### src/rtl/vrf_resp_rx_pkg.sv
// vrf_resp_rx_pkg: frame geometry, UART rate and receiver state encoding shared with the TX controller
package vrf_resp_rx_pkg;
    localparam logic [15:0] CHAL_SIZE_WORDS = 16'h10;
    localparam logic [15:0] MAC_WORDS = 16'h10;
    localparam logic [15:0] METADATA_SIZE_WORDS = 16'h1;
    localparam int TX_RATE = 180;
    typedef enum logic [1:0] {S_IDLE, S_LO, S_HI, S_ERR} rx_state_e;
endpackage

### src/rtl/vrf_resp_rx_word_pack.sv
// rx_word_pack: assembles low/high UART byte pairs into 16-bit words with a one-cycle write strobe
module rx_word_pack (
    input  logic        mclk,
    input  logic        puc_rst,
    input  logic        lo_en,
    input  logic        hi_en,
    input  logic [7:0]  rx_byte,
    output logic [15:0] word,
    output logic        wr_en,
    output logic [15:0] wr_data
);
    logic [7:0] lo;
    assign word = {rx_byte, lo};
    always_ff @(posedge mclk) begin
        if (puc_rst) begin
            lo <= '0;
            wr_en <= 1'b0;
            wr_data <= '0;
        end else begin
            wr_en <= hi_en;
            if (lo_en) lo <= rx_byte;
            if (hi_en) wr_data <= word;
        end
    end
endmodule

### src/rtl/vrf_resp_rx.sv
// vrf_resp_rx: receives verifier response frames over UART into acfa memory; VRF_RESP_RX_TIMEOUT_EN adds an inter-byte timeout
module vrf_resp_rx #(
    parameter logic [15:0] BASE_ADDR = 16'h0000,
    parameter logic [15:0] CHAL_SIZE_WORDS = vrf_resp_rx_pkg::CHAL_SIZE_WORDS,
    parameter logic [15:0] MAC_WORDS = vrf_resp_rx_pkg::MAC_WORDS
`ifdef VRF_RESP_RX_TIMEOUT_EN
    , parameter int RX_TIMEOUT = 4 * vrf_resp_rx_pkg::TX_RATE
`endif
) (
    input  logic        mclk,
    input  logic        puc_rst,
    input  logic        rx_valid,
    input  logic [7:0]  rx_byte,
    input  logic        resp_ack,
    output logic        wr_en,
    output logic [15:0] wr_addr,
    output logic [15:0] wr_data,
    output logic [15:0] vrf_response_out,
    output logic        resp_valid,
    output logic        rx_busy,
    output logic        rx_error
);
    import vrf_resp_rx_pkg::*;
    localparam logic [15:0] FRAME_WORDS = METADATA_SIZE_WORDS + CHAL_SIZE_WORDS + MAC_WORDS;
    rx_state_e state;
    logic [15:0] word_idx, header, word, hdr_next;
    logic lo_en, hi_en, last;
`ifdef VRF_RESP_RX_TIMEOUT_EN
    logic [15:0] tmo_cnt;
`endif
    assign lo_en = rx_valid && (state == S_IDLE || state == S_LO);
    assign hi_en = rx_valid && state == S_HI;
    assign last = word_idx == FRAME_WORDS - 16'd1;
    // word 0 is the header; it is needed the same cycle it arrives if the frame is one word long
    assign hdr_next = word_idx == '0 ? word : header;
    assign rx_busy = state == S_LO || state == S_HI;
    rx_word_pack u_pack (
        .mclk(mclk),
        .puc_rst(puc_rst),
        .lo_en(lo_en),
        .hi_en(hi_en),
        .rx_byte(rx_byte),
        .word(word),
        .wr_en(wr_en),
        .wr_data(wr_data)
    );
    always_ff @(posedge mclk) begin
        resp_valid <= 1'b0;
        if (puc_rst) begin
            state <= S_IDLE;
            word_idx <= '0;
            header <= '0;
            wr_addr <= '0;
            vrf_response_out <= '0;
            rx_error <= 1'b0;
`ifdef VRF_RESP_RX_TIMEOUT_EN
            tmo_cnt <= '0;
`endif
        end else begin
            if (resp_ack) vrf_response_out <= '0;
            if (resp_ack && state == S_IDLE) rx_error <= 1'b0;
            if (lo_en) state <= S_HI;
            if (state == S_ERR) state <= S_IDLE;
            if (hi_en) begin
                wr_addr <= BASE_ADDR + word_idx;
                header <= hdr_next;
                word_idx <= last ? '0 : word_idx + 16'd1;
                state <= last ? S_IDLE : S_LO;
                if (last && hdr_next == '0) rx_error <= 1'b1;
                // completion beats a coincident ack; a still-pending response is an overrun
                if (last && hdr_next != '0) begin
                    vrf_response_out <= hdr_next;
                    resp_valid <= 1'b1;
                    if (vrf_response_out != '0) rx_error <= 1'b1;
                end
            end
`ifdef VRF_RESP_RX_TIMEOUT_EN
            tmo_cnt <= rx_valid || !rx_busy ? '0 : tmo_cnt + 16'd1;
            if (rx_busy && !rx_valid && tmo_cnt == 16'(RX_TIMEOUT - 1)) begin
                state <= S_ERR;
                word_idx <= '0;
                rx_error <= 1'b1;
            end
`endif
        end
    end
endmodule

### config.mk
export PLATFORM = sky130hd
export DESIGN_NAME = vrf_resp_rx
export DESIGN_NICKNAME = d
export VERILOG_FILES = /design/src/rtl/vrf_resp_rx_pkg.sv /design/src/rtl/vrf_resp_rx_word_pack.sv /design/src/rtl/vrf_resp_rx.sv
export SDC_FILE = /design/constraint.sdc
export NUM_CORES = 1
export LEC_CHECK = 0
export ABC_AREA = 0
export BUFFER_PORTS_ARGS = -buffer_cell sky130_fd_sc_hd__buf_2
export CAP_MARGIN = 25
export CORE_AREA = 4 4 104 106
export CTS_CLUSTER_DIAMETER = 30
export DETAILED_ROUTE_END_ITERATION = 10
export DIE_AREA = 0 0 108 110
export SLEW_MARGIN = 20
export SYNTH_ARGS = -nofsm -noshare
export SYNTH_HDL_FRONTEND = slang
export SYNTH_SLANG_ARGS = --single-unit
### constraint.sdc
create_clock -name mclk -period 2.2 [get_ports mclk]
set_input_delay 0.22 -clock mclk [delete_from_list [all_inputs] [get_ports mclk]]
set_output_delay 0.22 -clock mclk [all_outputs]
set_load 0.01 [all_outputs]
==> impl_metrics.csv <==
group,metric,value,unit
drt,antenna_left,0,
sta,rsz0062_at_grt,"false",
global_routing,grt_pass1_wl,14.95,mm
flow_run,cap_violations,0,
power_and_ir_drop,finalPower,0.003167,W
logic_synthesis,syn_nets,436,
clock_tree,cts_max_level,3,
clock_tree,cts.sinks,93,
logic_synthesis,synth-seq-cells,93,
clock_tree,path_clk_slew,0.09,ns
floorplanning,io_pins,64,
sta,period_share,0.8752,
clock_tree,cts_resized,0,
drt,wl,8.792,mm
power_and_ir_drop,peakVddDrop,0.3665,mV
logic_synthesis,yosysTopAreaCell,"dfxtp_1",
sta,fin_crit,1.925,ns
sta,hold_viol,0,
final_layout,diodes,0,
placement,port_buffers,63,
clock_tree,clockBufferDepth,2,
final_layout,drive_above_1_share,0.1937,
floorplanning,dieArea,0.01188,mm^2
worst_setup_path,start_kind,"flop",
power_and_ir_drop,p_per_area,724.1,mW/mm^2
worst_hold_path,worstHoldPathType,"input pin to flop",
sta,worst_clock_skew,0.007982,ns
logic_synthesis,ys_seq_area_frac,0.4901,
sta,fmax,519.4,MHz
worst_hold_path,hp-start,"rx_byte[4]",
worst_setup_path,critical_path.endpoint_type,"flop",
drt,drt_iter0_markers,144,
logic_synthesis,syn-instance-count,418,
drt,route.detailed.drc,0,
worst_hold_path,holdPathStages,3,
sta,finalSetupViolCount,0,
final_layout,layout_commonest_cell,"dfxtp_1",
floorplanning,start_util,0.3886,
placement,hpwl,6.272,mm
placement,place_congestion,0.8054,
drt,num_vias,3064,
sta,slew_headroom,0.5577,
floorplanning,die_w,108,um
worst_hold_path,hold_end,"u_pack.lo[4]",
logic_synthesis,synthArstFlopShare,0,
global_routing,grt_pass1_vias,2907,
worst_setup_path,crit_fanout,17,
clock_tree,cts_buffers,9,
clock_tree,hold_buffers,0,
logic_synthesis,ys.flop_type,"dfxtp_1",
worst_setup_path,cp.arrival,2.23,ns
worst_setup_path,cp.required,2.50,ns
placement,dp_slack,0.3022,ns
worst_setup_path,rr_worst_depth,7,
sta,slew_violations,0,
sta,worst_pin_slew,0.6634,ns
logic_synthesis,ys_top_cells_by_area,"dfxtp_1, nand2_1, a21oi_1",
clock_tree,cts_tree,"yes",
worst_setup_path,crit_type,"flop to flop",
logic_synthesis,synth_top_area_frac,0.4901,
logic_synthesis,avgSynthCellArea,9.088,um^2
drt,vias_per_cell,5.039,
sta,setup_ws,0.2745,ns
clock_tree,cts_root_buffer,"clkbuf_8",
worst_setup_path,reg2reg_from,"word_idx[0]",
floorplanning,core-area,0.009774,mm^2
power_and_ir_drop,p_leak,1.729,nW
floorplanning,num_rows,36,
global_routing,grt-ovfl-total,0,
status,outcome,"complete, no violations",
worst_setup_path,reg2reg_slack,0.27,ns
final_layout,layout_common_cells,"dfxtp_1, nand2_1, buf_2, a21oi_1, nor2_1",
clock_tree,post-cts-setup-buffer-count,0,
global_routing,grt_antenna_before_repair,0,
drt,drt-pass1-iter-count,4,
worst_setup_path,rr_endpoint,"vrf_response_out[1]",
final_layout,nets,489,
logic_synthesis,ys_types,46,
drt,wl_per_cell,14.46,um
logic_synthesis,synth-edff-count,0,
clock_tree,clk_latency,0.36,ns
logic_synthesis,syn-cell-area,0.003799,mm^2
global_routing,grt_usage,0.1594,
sta,tns,0,ns
global_routing,grt_max_degree,42,
floorplanning,die_y,110,um
logic_synthesis,yosysWarnings,0,
final_layout,area_growth,15.15,%
registers in the layout (all words and copies together) (netlist names):
name	flops
header	16
resp_valid	1
rx_error	1
state	2
u_pack.lo	8
u_pack.wr_data	16
u_pack.wr_en	1
vrf_response_out	16
word_idx	16
wr_addr	16
stage by stage:
stage            util  hold WS [ns]  cell area (um^2)  cells
2_1_floorplan       -        0.3560              3799    418
3_3_place_gp   0.4272        0.4412              4175    593
3_5_place_dp   0.4272        0.4462              4175    593
4_1_cts        0.4475        0.1010              4374    608
5_1_grt        0.4475        0.1128              4374    608
6_report       0.4475        0.1138              4374    608
metal layers:
metal  routed length, um  global-route usage
met4                 120             0.05681
met1                4439              0.2373
met5                   0                   0
met3                 491             0.03611
met2                3742              0.2247
area by class of cell:
| type | instances | area, um^2 |
|---|---|---|
| clock buffer | 12 | 155.1 |
| clock inverter | 3 | 43.79 |
| fill | 1026 | 5400 |
| inverter | 5 | 18.77 |
| multi-input combinational | 292 | 1735 |
| sequential | 93 | 1862 |
| tap | 133 | 166.4 |
| timing repair buffer | 70 | 392.9 |
worst max-delay path: stages, from the launching register on:
cell,delay (ns)
dfxtp_1,0.36
inv_1,0.11
ha_1,0.15
nor4b_4,0.25
and4_2,0.31
nand3_2,0.13
nor2_4,0.34
a22o_1,0.21
cell usage after synthesis (3+ instances only):
master	instances
clkbuf_1	15
and4_1	4
nor2_1	31
mux2i_1	18
a22o_1	15
buf_1	5
nand3_1	5
inv_1	5
ha_1	6
buf_6	3
nand2_1	91
nor3b_1	17
a21oi_1	50
dfxtp_1	93
and3_1	4
xor2_1	6
nor4_1	8
nand4_1	9
how the worst max path moves through the flow:
stage	start	to	slack, ns	cells after the start
6_report	word_idx[0]	vrf_response_out[1]	0.27	7
3_5_place_dp	word_idx[0]	vrf_response_out[1]	0.30	7
5_1_grt	word_idx[0]	vrf_response_out[1]	0.08	7
2_1_floorplan	word_idx[0]	header[10]	0.34	8
4_1_cts	word_idx[0]	vrf_response_out[1]	0.28	7
3_3_place_gp	state[0]	word_idx[13]	0.36	6
cell families (layout without fill, tap and decap cells):
kind of cell,Yosys count,count (layout),share of synthesized area
flops,93,93,0.4901
xor+xnor,8,8,0.01845
mux,18,18,0.04743
fa+ha+maj,6,6,0.01976
simple gates,186,186,0.2536
buf+inv,33,90,0.05303
compound gates,74,74,0.1176
power by group:
part / switching (W) / internal (W)
combinational: 0.000166 / 0.0000909
sequential: 0.0000331 / 0.00172
clock: 0.000574 / 0.000584
Power figures use the tool's default switching activity.
